===== src/rtl/exp_adc_pkg.sv =====
// Shared constants, frame field positions and FSM state type for the
// multi-lane ADC SPI responder.
package exp_adc_pkg;

    localparam int REG_FRAME_BITS = 24;
    localparam int REG_CMD_BITS   = 8;
    localparam int REG_HDR_BITS   = 16;
    localparam int REG_ADDR_W     = 15;

    localparam logic [REG_CMD_BITS-1:0] REG_ENTRY_CMD = 8'hA0;
    localparam logic [REG_ADDR_W-1:0]   REG_EXIT_ADDR = 15'h0014;

    localparam int REG_RW_BIT   = 23;
    localparam int REG_ADDR_MSB = 22;
    localparam int REG_ADDR_LSB = 8;
    localparam int REG_DATA_MSB = 7;
    localparam int REG_DATA_LSB = 0;

    typedef enum logic [1:0] {
        IDLE = 2'd0,
        CONV = 2'd1,
        REG  = 2'd2
    } spi_state_t;

endpackage


===== src/rtl/spi_pin_sync.sv =====
// Two-flop synchronizer for a group of asynchronous pins, with registered
// rise/fall strobes derived from the synchronized levels.
module spi_pin_sync #(
    parameter int           N       = 1,
    parameter logic [N-1:0] RST_VAL = '0
) (
    input  logic         clk_in,
    input  logic         rst_n,
    input  logic [N-1:0] pin,
    output logic [N-1:0] level,
    output logic [N-1:0] rise,
    output logic [N-1:0] fall
);

    logic [N-1:0] meta_q, sync_q, prev_q;

    always_ff @(posedge clk_in or negedge rst_n) begin
        if (!rst_n) begin
            meta_q <= RST_VAL;
            sync_q <= RST_VAL;
            prev_q <= RST_VAL;
            rise   <= '0;
            fall   <= '0;
        end else begin
            meta_q <= pin;
            sync_q <= meta_q;
            prev_q <= sync_q;
            rise   <= sync_q & ~prev_q;
            fall   <= ~sync_q & prev_q;
        end
    end

    assign level = sync_q;

endmodule


===== src/rtl/exp_adc_spi_responder.sv =====
// SPI responder emulating a multi-lane ADC: streams AXIS samples out on
// NUM_SDI lanes and serves the 24-bit register-access protocol.
module exp_adc_spi_responder
    import exp_adc_pkg::*;
#(
    parameter int NUM_SDI    = 2,
    parameter int DATA_WIDTH = 32,
    parameter int REG_DEPTH  = 32
) (
    input  logic                  aclk,
    input  logic                  aresetn,
    input  logic                  spi_sck,
    input  logic                  spi_csn,
    input  logic                  spi_sdi,
    output logic [NUM_SDI-1:0]    spi_sdo,
    input  logic [DATA_WIDTH-1:0] s_axis_tdata,
    input  logic                  s_axis_tvalid,
    output logic                  s_axis_tready,
    output logic                  conv_mode,
    output logic                  underrun
);

    localparam int AW = (REG_DEPTH > 1) ? $clog2(REG_DEPTH) : 1;

    function automatic logic [DATA_WIDTH-1:0] rotl(input logic [DATA_WIDTH-1:0] w);
        return (w << NUM_SDI) | (w >> (DATA_WIDTH - NUM_SDI));
    endfunction

    function automatic logic in_range(input logic [REG_ADDR_W-1:0] a);
        return int'(a) < REG_DEPTH;
    endfunction

    logic [2:0] pin_lvl, pin_rise, pin_fall;
    logic       sck_rise, csn_fall, csn_rise, sdi_s, unused_pins;

    // csn idles high, so its synchronizer resets high to avoid a false edge
    spi_pin_sync #(.N(3), .RST_VAL(3'b010)) u_pin_sync (
        .clk_in (aclk),
        .rst_n  (aresetn),
        .pin    ({spi_sdi, spi_csn, spi_sck}),
        .level  (pin_lvl),
        .rise   (pin_rise),
        .fall   (pin_fall)
    );

    assign sck_rise    = pin_rise[0];
    assign csn_fall    = pin_fall[1];
    assign csn_rise    = pin_rise[1];
    assign sdi_s       = pin_lvl[2];
    assign unused_pins = ^{pin_lvl[1:0], pin_rise[2], pin_fall[2], pin_fall[0]};

    spi_state_t state_q, state_d;

    always_ff @(posedge aclk or negedge aresetn) begin
        if (!aresetn) state_q <= IDLE;
        else          state_q <= state_d;
    end

    always_comb begin
        state_d = state_q;
        if (csn_rise)      state_d = IDLE;
        else if (csn_fall) state_d = conv_mode ? CONV : REG;
    end

    logic [DATA_WIDTH-1:0] smp_q, last_q, rot_q, word_sel;
    logic                  smp_full, rst_done, frame_start;

    assign s_axis_tready = rst_done & ~smp_full;
    assign frame_start   = csn_fall & conv_mode;
    assign word_sel      = smp_full ? smp_q : last_q;

    // Sample buffer and conversion word rotator; the word rotates by one lane group per SCK
    always_ff @(posedge aclk or negedge aresetn) begin
        if (!aresetn) begin
            rst_done <= 1'b0;
            smp_full <= 1'b0;
            smp_q    <= '0;
            last_q   <= '0;
            rot_q    <= '0;
            underrun <= 1'b0;
        end else begin
            rst_done <= 1'b1;
            underrun <= 1'b0;
            if (frame_start) begin
                smp_full <= 1'b0;
                last_q   <= word_sel;
                rot_q    <= rotl(word_sel);
                underrun <= ~smp_full;
            end else if (s_axis_tvalid && s_axis_tready) begin
                smp_q    <= s_axis_tdata;
                smp_full <= 1'b1;
            end
            if (sck_rise && state_q == CONV) rot_q <= rotl(rot_q);
        end
    end

    logic [REG_FRAME_BITS-1:0] sr_q, sr_next;
    logic [4:0]                cnt_q;
    logic                      entry_q, hdr_rw, cm_rw, commit;
    logic [7:0]                rd_q, rd_val, cm_data;
    logic [REG_ADDR_W-1:0]     hdr_addr, cm_addr;
    logic [7:0]                regs [REG_DEPTH];

    assign sr_next  = {sr_q[REG_FRAME_BITS-2:0], sdi_s};
    assign hdr_rw   = sr_next[REG_ADDR_W];
    assign hdr_addr = sr_next[REG_ADDR_W-1:0];
    assign rd_val   = in_range(hdr_addr) ? regs[hdr_addr[AW-1:0]] : 8'h00;
    assign cm_rw    = sr_q[REG_RW_BIT];
    assign cm_addr  = sr_q[REG_ADDR_MSB:REG_ADDR_LSB];
    assign cm_data  = sr_q[REG_DATA_MSB:REG_DATA_LSB];
    assign commit   = csn_rise && state_q == REG && !cm_rw &&
                      cnt_q == 5'(REG_FRAME_BITS);

    // Frame shifter, mode control and SDO lanes
    always_ff @(posedge aclk or negedge aresetn) begin
        if (!aresetn) begin
            sr_q      <= '0;
            cnt_q     <= '0;
            entry_q   <= 1'b0;
            rd_q      <= '0;
            spi_sdo   <= '0;
            conv_mode <= 1'b1;
        end else if (csn_rise) begin
            if (state_q == CONV && entry_q) conv_mode <= 1'b0;
            if (commit && cm_addr == REG_EXIT_ADDR && cm_data[0]) conv_mode <= 1'b1;
            sr_q    <= '0;
            cnt_q   <= '0;
            entry_q <= 1'b0;
            rd_q    <= '0;
            spi_sdo <= '0;
        end else if (csn_fall) begin
            sr_q    <= '0;
            cnt_q   <= '0;
            entry_q <= 1'b0;
            rd_q    <= '0;
            spi_sdo <= conv_mode ? word_sel[DATA_WIDTH-1 -: NUM_SDI] : '0;
        end else if (sck_rise && state_q != IDLE) begin
            sr_q <= sr_next;
            if (cnt_q != '1) cnt_q <= cnt_q + 5'd1;
            if (state_q == CONV) begin
                spi_sdo <= rot_q[DATA_WIDTH-1 -: NUM_SDI];
                if (cnt_q == 5'(REG_CMD_BITS - 1) &&
                    sr_next[REG_CMD_BITS-1:0] == REG_ENTRY_CMD)
                    entry_q <= 1'b1;
            end else if (cnt_q == 5'(REG_HDR_BITS - 1)) begin
                // Header complete: latch the read byte and present its MSB
                rd_q    <= hdr_rw ? rd_val : 8'h00;
                spi_sdo <= NUM_SDI'(hdr_rw & rd_val[7]);
            end else begin
                rd_q    <= rd_q << 1;
                spi_sdo <= NUM_SDI'(rd_q[6]);
            end
        end
    end

    always_ff @(posedge aclk or negedge aresetn) begin
        if (!aresetn) begin
            for (int i = 0; i < REG_DEPTH; i++) regs[i] <= '0;
        end else if (commit && in_range(cm_addr)) begin
            regs[cm_addr[AW-1:0]] <= cm_data;
        end
    end

endmodule


===== config.mk =====
export PLATFORM = sky130hd
export DESIGN_NAME = exp_adc_spi_responder
export DESIGN_NICKNAME = d
export VERILOG_FILES = /design/src/rtl/exp_adc_pkg.sv /design/src/rtl/spi_pin_sync.sv /design/src/rtl/exp_adc_spi_responder.sv
export SDC_FILE = /design/constraint.sdc
export NUM_CORES = 1
export LEC_CHECK = 0
export BUFFER_PORTS_ARGS = -buffer_cell sky130_fd_sc_hd__buf_2
export CORE_ASPECT_RATIO = 0.8
export CORE_UTILIZATION = 50
export DETAILED_ROUTE_END_ITERATION = 7
export PLACE_DENSITY_LB_ADDON = 0.05
export SLEW_MARGIN = 10
export SYNTH_ARGS = -nofsm -noshare
export SYNTH_HDL_FRONTEND = slang
export SYNTH_SLANG_ARGS = --single-unit

===== constraint.sdc =====
create_clock -name aclk -period 5.8 [get_ports aclk]
set_input_delay 1.16 -clock aclk [delete_from_list [all_inputs] [get_ports aclk]]
set_output_delay 1.16 -clock aclk [all_outputs]
set_load 0.005 [all_outputs]

* After elaboration in Yosys (flattened, before gate mapping)
Index checks and enable logic that the tools add are counted.
** Storage, ports and cells
- Register bits :: 409
- Bits of input ports :: 38
- Output and inout bits :: 5
** Cells by class
- Equal/unequal tests :: 9
- $lt $le $gt $ge :: 5
- Add/sub/neg operators :: 1
- Reduce and logical (&&, ||, !) cells :: 27
- Muxes and demuxes :: 42
- Bitwise operators :: 13
** Operators with widths (count)
- $bwmux 256 :: 1
- $mux 32 :: 3
- $mux 24 :: 3
- $or 32x2->32 :: 2
- $mux 7 :: 6
- $bmux 8 s5 :: 1
- $demux 8 s5 :: 1
- $mux 8 :: 4
- $lt 15x6->1 const B :: 2
- $mux 5 :: 4
- $mux 2 :: 8
- $eq 15x5->1 const B :: 1
- $ge 6x6->1 const B :: 2
- $logic_and 1x1->1 :: 12
- $not 5->6 :: 2
- $reduce_bool 3->1 :: 4
- $mux 1 :: 11
- $reduce_bool 2->1 :: 5
- $eq 8x8->1 const B :: 1
- $reduce_and 2->1 :: 4
- $lt 6x1->1 const B :: 1
- $add 5x1->5 const B :: 1
- $eq 5x3->1 const B :: 1
- $eq 5x4->1 const B :: 1
- other kinds (11) :: 16

* Longest topological paths before layout
Gate-level depths: netlist (run 1).
- Word-level depth :: 11
- Gate-level depth with buffers :: 9
- Gate-level depth less buffers :: 8

* Cells and area by module
A second synthesis (run 1) with hierarchy kept.
** Unflattened totals
- Cells, all modules :: 1361
- Area, all modules :: 18357.6 um2
** Modules (own cells, without submodules)
- exp_adc_spi_responder :: cells an instance 1340, area an instance 17925.9 um2, times used 1, sequential area each 9935.8 um2
- spi_pin_sync :: cells an instance 21, area an instance 431.7 um2, times used 1, sequential area each 379.1 um2

* Worst setup path before layout (run 1)
OpenSTA, ideal clock, no wires.
- Path type :: register -> register
- From :: register sr_q[19]
- To :: register regs[100] (netlist bit)
- Path buffers :: 0
- Arrival :: 2.421 ns
- Period minus slack after synthesis :: 2.546 ns
- Setup slack :: 3.254 ns
- Cell stages (with the launch flop) :: 6
- Path through :: dfrtp_1 or4_1 nor4_4 nand4_4 nor2_8 mux2_2
** Between the ends
- Word-level cells in the longest chain between the ends :: 2
** Ends and longest elaborated chain
- start: declaration :: line exp_adc_spi_responder.sv:97 : logic [REG_FRAME_BITS-1:0] sr_q, sr_next;
- start signal: assignment :: line exp_adc_spi_responder.sv:138 : sr_q <= sr_next;
- $lt 15x6->1 :: line exp_adc_spi_responder.sv:30 : return int'(a) < REG_DEPTH;
- $logic_and 1x1->1 :: line exp_adc_spi_responder.sv:159 : end else if (commit && in_range(cm_addr)) begin
- end signal: indexed assignment :: line exp_adc_spi_responder.sv:160 : regs[cm_addr[AW-1:0]] <= cm_data;
- end: declaration :: line exp_adc_spi_responder.sv:102 : logic [7:0] regs [REG_DEPTH];
Every way passes these cells.
A chain may end at the register's enable or synchronous reset.

* Final worst setup path (run 1)
- From :: register sr_q[19]
- To :: register regs[50] (netlist bit)
The elaborated chain is that of the path after synthesis.

==> run metrics, run 1 <==
area share of the largest cell type after synthesis=0.5536; via/cell ratio=5.720; die area=37,300 um^2; cell area after synthesis=18,260 um^2; Iteration-0 DRC Markers=687; cts-stage hold buffer count=0; first-pass GRT wire length=64,020 um; Core ar.=35,920 um^2; critical-path cell list=or4_1, nor4_4, nand4b_1, nor2_2, mux2_2; fin. max-slew vios=0; # Post-CTS Setup Buffers=0; outcome=completed; post-route minimum period=3.392 ns; Slew headroom=0.1888; slowest cell on the critical path=nand4b_1; Overall Global Routing Usage=0.2208; CP max stage delay=0.84 ns; P_leak=9.768 nW; placed insts=1,768; Total Wirelength=39,290 um; Num Clock Sinks=408; row count=62; largest net degree at the start of global routing=127; YS warnings=0; Starting Density=0.5085; TritonCTS clock tree=yes; deepest clock path buffer count=3; post-synthesis register bit count=408; FFs w/ async S/R, synth=1.000; biggest area consumer among synthesized cells=dfrtp_1; PwrDens=291.0 nW/um^2; number of buffers added on ports=42; Synth Flop Type=dfrtp_1; fin util=0.5663; synth top area cells=dfrtp_1 (55%), mux2_2 (16%), mux4_2 (8.9%), nand2_1 (2.5%), mux2i_1 (2.2%); pre-CTS WS=2.343 ns; unrepaired setup endpoints after global routing=false; Max-Cap Viols=0; slew of the pin with the lowest slew margin=1.206 ns; Mapped Avg Cell Area=13.81 um^2; Final WS setup=2.408 ns; area grow syn2layout=11.37%; DRC errors left=0; share of post-route cells with drive strength above 1=0.3682; Fin. Hold Viols=0; RD Place Congestion=0.7318; post-DP HPWL=23,790 um; syn nets=1,364; CP Data Required Time=6.22 ns; initial antenna violation count=1; ANT nets after route=0; vias in the first global route=10,810; grt ovf=0; sequential cell area fraction in the yosys report=0.5593; Netlist cell types=50; die width=215.7 um; top-count cell post-synth=dfrtp_1; clock root buffer=clkbuf_16; Setup crit end kind=register; cell count after synthesis=1,322; skew final=0.02221 ns; WS Path Type=register to register; CP Launch Type=register; Clock Latency Late Sink=0.55 ns; post-DR wirelength/cell=21.27 um; worst path bufs/invs=0; cts repair resizes=0; Final Non-Filler Cells=1,847; num ports=43; crit-path max FO=8; hold_ws=0.3516 ns; H-tree depth=2; final setup fails=0; 1st-pass router iterations=4; crit path DAT=3.81 ns; Nets=1,374; Crit path max-delay family=simple AND/OR/NAND/NOR gates; commonest cells in the netlist=dfrtp_1 (404), mux2_2 (259), nand2_1 (122); Post-synth EDFFs=0; total vias in the final route=10,570; HP Class=register to register; CTS Buf Count=42; clk slew on worst S/H paths=0.06 ns; VDD IR max=219.9 uV; Vert. Die Dim=172.9 um; setup TNS=0 ns; period utilization=0.5849; FMAX=294.8 MHz
-- metal layers --
metal | part of all wire | global-route usage
met5 | 0 | 0
met4 | 0.022 | 0.06294
met3 | 0.042 | 0.04081
met2 | 0.45 | 0.3245
met1 | 0.49 | 0.3358
-- area by class of cell --
cell class / count / area (um^2)
multi-input cells: 811 / 7657
diodes: 1 / 2.502
flip-flops and latches: 408 / 10230
clock buffers: 66 / 1305
clock inverters: 12 / 137.6
fillers: 2929 / 15580
inverters: 7 / 26.28
repair buffers: 62 / 382.9
well taps: 480 / 600.6
-- placed cells by master, fill, tap and decap left out, types with 5 or more instances in the layout --
master,instances
dfrtp_1,399
mux2_2,259
nand2_1,122
mux4_2,72
o21ai_0,69
clkbuf_16,45
a21oi_1,43
mux2i_1,41
buf_2,41
mux2_1,33
o21a_1,31
nor2_1,26
buf_4,19
nor2_2,16
clkbuf_1,11
clkbuf_8,10
nor3b_1,8
nor2_8,8
clkinv_2,8
inv_1,7
nor2b_1,7
nand4_1,7
nor3_1,6
nand4b_1,5
a2bb2oi_1,5
nand3b_1,5
-- path summary, 6_finish.rpt --
| kind | start | end | slack, ns | cells past startpoint |
|---|---|---|---|---|
| min in group asynchronous | aresetn | regs[97] | 0.65 | 1 |
| min | u_pin_sync.meta_q[0] | u_pin_sync.level[0] | 0.35 | 0 |
| max in group asynchronous | aresetn | smp_q[26] | 3.82 | 2 |
| min reg2reg | u_pin_sync.meta_q[0] | u_pin_sync.level[0] | 0.35 | 0 |
| max reg2reg | sr_q[19] | regs[50] | 2.41 | 5 |
| max | sr_q[19] | regs[50] | 2.41 | 5 |
-- report_power, final --
group          internal, W  total (W)  switching, W
sequential         0.00290    0.00294     0.0000432
clock              0.00168    0.00279       0.00111
combinational    0.0000813   0.000194      0.000113
total              0.00466    0.00592       0.00126
-- flip-flops by register name (all words and copies together) (netlist names), 2 cells and up --
signal	count
regs	256
last_q	32
rot_q	32
smp_q	32
sr_q	24
rd_q	7
cnt_q	5
u_pin_sync.level	3
u_pin_sync.meta_q	3
spi_sdo	2
state_q	2
u_pin_sync.prev_q	2
u_pin_sync.rise	2
-- per-stage QoR --
| step | cell area, um^2 | total power (W) |
|---|---|---|
| 2_1_floorplan | 18260 | 0.003084 |
| 3_3_place_gp | 18890 | 0.003188 |
| 3_5_place_dp | 18890 | 0.003193 |
| 4_1_cts | 20340 | 0.006001 |
| 5_1_grt | 20340 | 0.006142 |
| 6_report | 20340 | 0.005918 |
-- cell families after synthesis --
logic type | Yosys count | share of synthesized area
XOR/XNOR | 3 | 0.001439
buffers and inverters | 103 | 0.02172
multiplexers | 405 | 0.2913
adder cells (fa/ha/maj) | 4 | 0.002741
AND/OR/NAND/NOR | 237 | 0.07194
other | 1 | 0.0002053
flip-flops | 408 | 0.5593
AO/OA/AOI/OAI | 161 | 0.05132
-- worst register-to-register path, delay by kind of cell (launching register included) --
| kind | cells | cell delay [ns] |
|---|---|---|
| and+or+nand+nor | 4 | 2.49 |
| muxes | 1 | 0.40 |
| DFF | 1 | 0.38 |
Power figures use the tool's default switching activity.
==> inputs of run 2 (changes only) <==
clock period = 3.4 ns   (was 5.8 ns; I/O delays follow)
==> run 2 against run 1 <==
Largest cell class unchanged; die area unchanged; wire length rose by 1.1%; via count increased by 0.90%; global-route usage increased by 0.31 points; clock-buffer cell count fell by 5; non-clock buffer count is 30 higher; setup slack worse by 1.9 ns.
==> run metrics, run 2 (synthesis gave the netlist of run 1 again) <==
outcome=completed; clock root buffer=clkbuf_16; CTS Buf Count=41; RD Place Congestion=0.7808; Slew headroom=0.4086; Max-Cap Viols=0; slowest cell on the critical path=or4_1; initial antenna violation count=0; CP max stage delay=0.57 ns; skew final=0.02125 ns; Num Clock Sinks=408; final setup fails=0; Nets=1,403; unrepaired setup endpoints after global routing=false; clk slew on worst S/H paths=0.06 ns; VDD IR max=398.2 uV; switching power=0.002167 W; Int Pwr=0.007937 W; Starting Density=0.5085; Seq pwr share=0.495; fin util=0.5747; max FFs per register=256; HP Class=input pin to async pin; total vias in the final route=10,660; Sw Ratio=0.2145; crit path DAT=3.30 ns; deepest clock path buffer count=3; slew of the pin with the lowest slew margin=0.8871 ns; number of buffers added on ports=42; most common library cell in the layout ignoring fill and taps=dfrtp_1; cts repair resizes=0; # diodes=0; row count=62; 1st-pass router iterations=4; Comb power frac=0.037; worst r2r path cells=5; Top reg by flops=regs; largest net degree at the start of global routing=91; Clock Latency Late Sink=0.55 ns; cts-stage hold buffer count=0; Fillers=2,869; vias in the first global route=11,110; P_leak=9.929 nW; setup TNS=0 ns; die width=215.7 um; CP Data Required Time=3.83 ns; Iteration-0 DRC Markers=664; WS Path Type=register to register; CP Launch Type=register; Vert. Die Dim=172.9 um; H-tree depth=2; clock power share=0.468; Fin. Hold Viols=0; post-route minimum period=2.870 ns; first-pass GRT wire length=65,340 um; ANT nets after route=0; share of post-route cells with drive strength above 1=0.3809; critical-path cell list=or4_1, nor4_4, nand3_2, nor2_2, mux2_2; Overall Global Routing Usage=0.2239; DRC errors left=0; num ports=43; post-DP HPWL=24,870 um; area grow syn2layout=13.02%; PwrDens=489.6 nW/um^2; post-DR wirelength/cell=21.20 um; commonest cells after routing, fill and taps aside=dfrtp_1 (398), mux2_2 (259), nand2_1 (122); Setup crit end kind=register; die area=37,300 um^2; via/cell ratio=5.688; TritonCTS clock tree=yes; Total Wirelength=39,740 um; FMAX=348.5 MHz; fin. max-slew vios=0; crit-path max FO=9; Core ar.=35,920 um^2; # Post-CTS Setup Buffers=0; period utilization=0.8440; grt ovf=0
==> run 2: changes by cell type in the layout (fill, tap and decap cells not counted), moves of 2 or more <==
cell | before | now
buf_12 | 1 | 10
buf_4 | 19 | 40
bufinv_16 | 3 | 5
clkbuf_16 | 45 | 43
clkbuf_8 | 10 | 6
==> run 2: through the flow <==
step,setup slack (ns),cells,hold slack (ns),instance area [um^2],power (W)
floorplan,0.8539,1322,0.3312,18260,0.005262
global placement,0.5488,1798,0.3349,19230,0.005472
detailed placement,0.5189,1798,0.3403,19230,0.005479
CTS,0.5084,1874,0.1797,20640,0.01023
global route,0.3818,1874,0.2050,20640,0.01048
finish,0.5305,1874,0.1516,20640,0.01010
==> run 2: power by group through the flow <==
| stage | combinational (W) | clock [W] | sequential [W] |
|---|---|---|---|
| after floorplan | 0.000202 | 0 | 0.00506 |
| after global placement | 0.000378 | 0 | 0.00509 |
| after detailed placement | 0.000383 | 0 | 0.00510 |
| after CTS | 0.000385 | 0.00484 | 0.00501 |
| after global routing | 0.000420 | 0.00505 | 0.00501 |
| final | 0.000373 | 0.00473 | 0.00500 |
==> run 2: path summary, 6_finish.rpt <==
check | slack [ns] | to | from
max reg2reg | 0.53 | regs[90] | sr_q[19]
max | 0.53 | regs[90] | sr_q[19]
min | 0.15 | regs[107] | aresetn
min reg2reg | 0.35 | u_pin_sync.level[0] | u_pin_sync.meta_q[0]
max in group asynchronous | 2.36 | u_pin_sync.level[1] | aresetn
min in group aclk | 0.25 | u_pin_sync.meta_q[1] | spi_csn
==> run 2: area by class of cell <==
cell class	count	area, um^2	area share
Clock buffer	61	1204	0.05832
Clock inverter	15	203.9	0.009881
Inverter	7	26.28	0.001273
Multi-Input combinational cell	811	7657	0.3710
Sequential cell	408	10230	0.4955
Tap cell	480	600.6	0.02910
Timing Repair Buffer	92	720.7	0.03492
==> run 2: worst max-delay path: cells and delay by family, from the launching register on <==
kind | cells | cell delay (ns)
flip-flops | 1 | 0.39
multiplexers | 1 | 0.39
AND/OR/NAND/NOR | 4 | 1.96
==> run 2: layer usage <==
metal	routed length (um)	part of all wire	global-route usage
met1	20100	0.51	0.3498
met3	1596	0.040	0.04204
met4	587	0.015	0.04758
met2	17410	0.44	0.3246
met5	40	0.0010	0.007692
==> inputs of run 3 (changes only) <==
clock period = 2.96 ns   (was 3.4 ns; I/O delays follow)
==> run 3 against run 2 <==
Flip-flop and latch count did not move; sequential power rose by 15%; wire length fell by 1.4%; largest power group unchanged; clock power rose by 18%; clock skew fell by 0.0041 ns; setup slack got worse by 0.24 ns; non-clock buffer count rose by 16; critical endpoint is now regs[72]; power rose by 16%; register-to-register slack got worse by 0.24 ns.
==> run metrics, run 3 (synthesis gave the netlist of run 1 again) <==
Iteration-0 DRC Markers=606; crit-path max FO=8; Reg area=10,230 um^2; WS Path Type=register to register; DRC errors left=0; worst path bufs/invs=1; Crit path max-delay family=simple AND/OR/NAND/NOR gates; H-tree depth=2; post-route minimum period=2.666 ns; period utilization=0.9008; Clock Latency Late Sink=0.54 ns; fin. max-slew vios=0; num ports=43; commonest cells after routing, fill and taps aside=dfrtp_1 (399), mux2_2 (259), nand2_1 (122); area of the multi-input gates=7657 um^2; Overall Global Routing Usage=0.2190; cts repair resizes=0; Seq pwr share=0.488; CP Data Required Time=3.38 ns; Slew headroom=0.5696; slowest cell on the critical path=or4_1; Fillers=2,939; Num Clock Sinks=408; area grow syn2layout=14.23%; die width=215.7 um; clock root buffer=clkbuf_16; critical-path cell list=or4_1, nor4_4, and4b_1, buf_4, nand4b_2, mux2_1; Sw Ratio=0.2115; VDD IR max=392.4 uV; max FFs per register=256; grt ovf=0; skew final=0.01712 ns; 1st-pass router iterations=5; share of post-route cells with drive strength above 1=0.3881; row count=62; post-DP HPWL=24,810 um; Fin. Hold Viols=0; first-pass GRT wire length=64,300 um; Core ar.=35,920 um^2; clk slew on worst S/H paths=0.06 ns; CP Launch Type=register; ANT nets after route=0; CP max stage delay=0.57 ns; switching power=0.002487 W; largest net degree at the start of global routing=80; most common library cell in the layout ignoring fill and taps=dfrtp_1; pre-CTS WS=0.3153 ns; Setup crit end kind=register; placed insts=1,814; post-DR wirelength/cell=20.70 um; unrepaired setup endpoints after global routing=false; final setup fails=0; hold_ws=0.002627 ns; total vias in the final route=10,780; Int Pwr=0.009270 W; die area=37,300 um^2; slew of the pin with the lowest slew margin=0.6456 ns; clock power share=0.476; TritonCTS clock tree=yes; vias in the first global route=11,180; Nets=1,420; P_leak=10.06 nW; crit path DAT=3.09 ns; PwrDens=563.6 nW/um^2; deepest clock path buffer count=3; outcome=completed; HP Class=input pin to async pin; Final WS setup=0.2937 ns; # Post-CTS Setup Buffers=0; FMAX=375.1 MHz; Comb power frac=0.036; Final Power=0.01176 W; setup TNS=0 ns; cts-stage hold buffer count=0; Starting Density=0.5085; CTS Buf Count=42; # diodes=0; via/cell ratio=5.698; Top reg by flops=regs; Total Wirelength=39,160 um; Vert. Die Dim=172.9 um; Max-Cap Viols=0; initial antenna violation count=2; RD Place Congestion=0.7804; number of buffers added on ports=42; Final Non-Filler Cells=1,892
==> run 3: cell count changes in the layout (fill, tap and decap cells not counted), sizes merged <==
cell	change
buf	+16
clkbuf	+11
clkinv	-7
bufinv	-2
clkinvlp	+1
inv	-1
==> run 3: power groups by stage <==
stage | clock network [W] | registers (W) | logic [W]
6_report | 0.00559 | 0.00574 | 0.000422
5_1_grt | 0.00594 | 0.00576 | 0.000475
4_1_cts | 0.00573 | 0.00575 | 0.000437
3_5_place_dp | 0 | 0.00585 | 0.000435
3_3_place_gp | 0 | 0.00585 | 0.000426
2_1_floorplan | 0 | 0.00581 | 0.000232
==> run 3: final timing paths <==
check                                startpoint                   end  slack [ns]  cells past startpoint
setup / recovery                       sr_q[20]              regs[72]        0.29                      6
hold / removal                          aresetn             regs[123]       0.003                      1
setup reg to reg                       sr_q[20]              regs[72]        0.29                      6
hold reg to reg            u_pin_sync.meta_q[2]   u_pin_sync.level[2]        0.35                      0
max in group asynchronous               aresetn   u_pin_sync.level[2]        2.16                      2
min in group aclk                       spi_csn  u_pin_sync.meta_q[1]        0.16                      1
==> run 3: worst reg2reg max path, stage by stage, from the launching register on <==
cell and delay [ns]:
dfrtp_1 0.40, or4_1 0.57, nor4_4 0.38, and4b_1 0.25, buf_4 0.19, nand4b_2 0.34, mux2_1 0.42
==> run 3: layout make-up <==
cell class | count | area share
sequential | 408 | 0.4902
clock inverter | 6 | 0.005158
multi-input combinational | 811 | 0.3671
inverter | 7 | 0.001260
tap | 480 | 0.02879
timing repair buffer | 108 | 0.04150
clock buffer | 72 | 0.06603
==> run 3: stage by stage <==
| stage | area (um^2) | util |
|---|---|---|
| 6_report | 20860 | 0.5808 |
| 5_1_grt | 20860 | 0.5808 |
| 4_1_cts | 20860 | 0.5808 |
| 3_5_place_dp | 19380 | 0.5395 |
| 3_3_place_gp | 19380 | 0.5395 |
| 2_1_floorplan | 18260 | - |
==> run 3: routing by layer <==
layer  global-route usage  part of all wire  vias to the layer above  wire length, um
li1                     -                 -                     4902                -
met1               0.3430              0.50                     5683            19670
met2               0.3201              0.44                      139            17320
met3              0.03606             0.037                       55             1445
met4              0.04876             0.018                        2              708
met5                    0           0.00033                        -               13
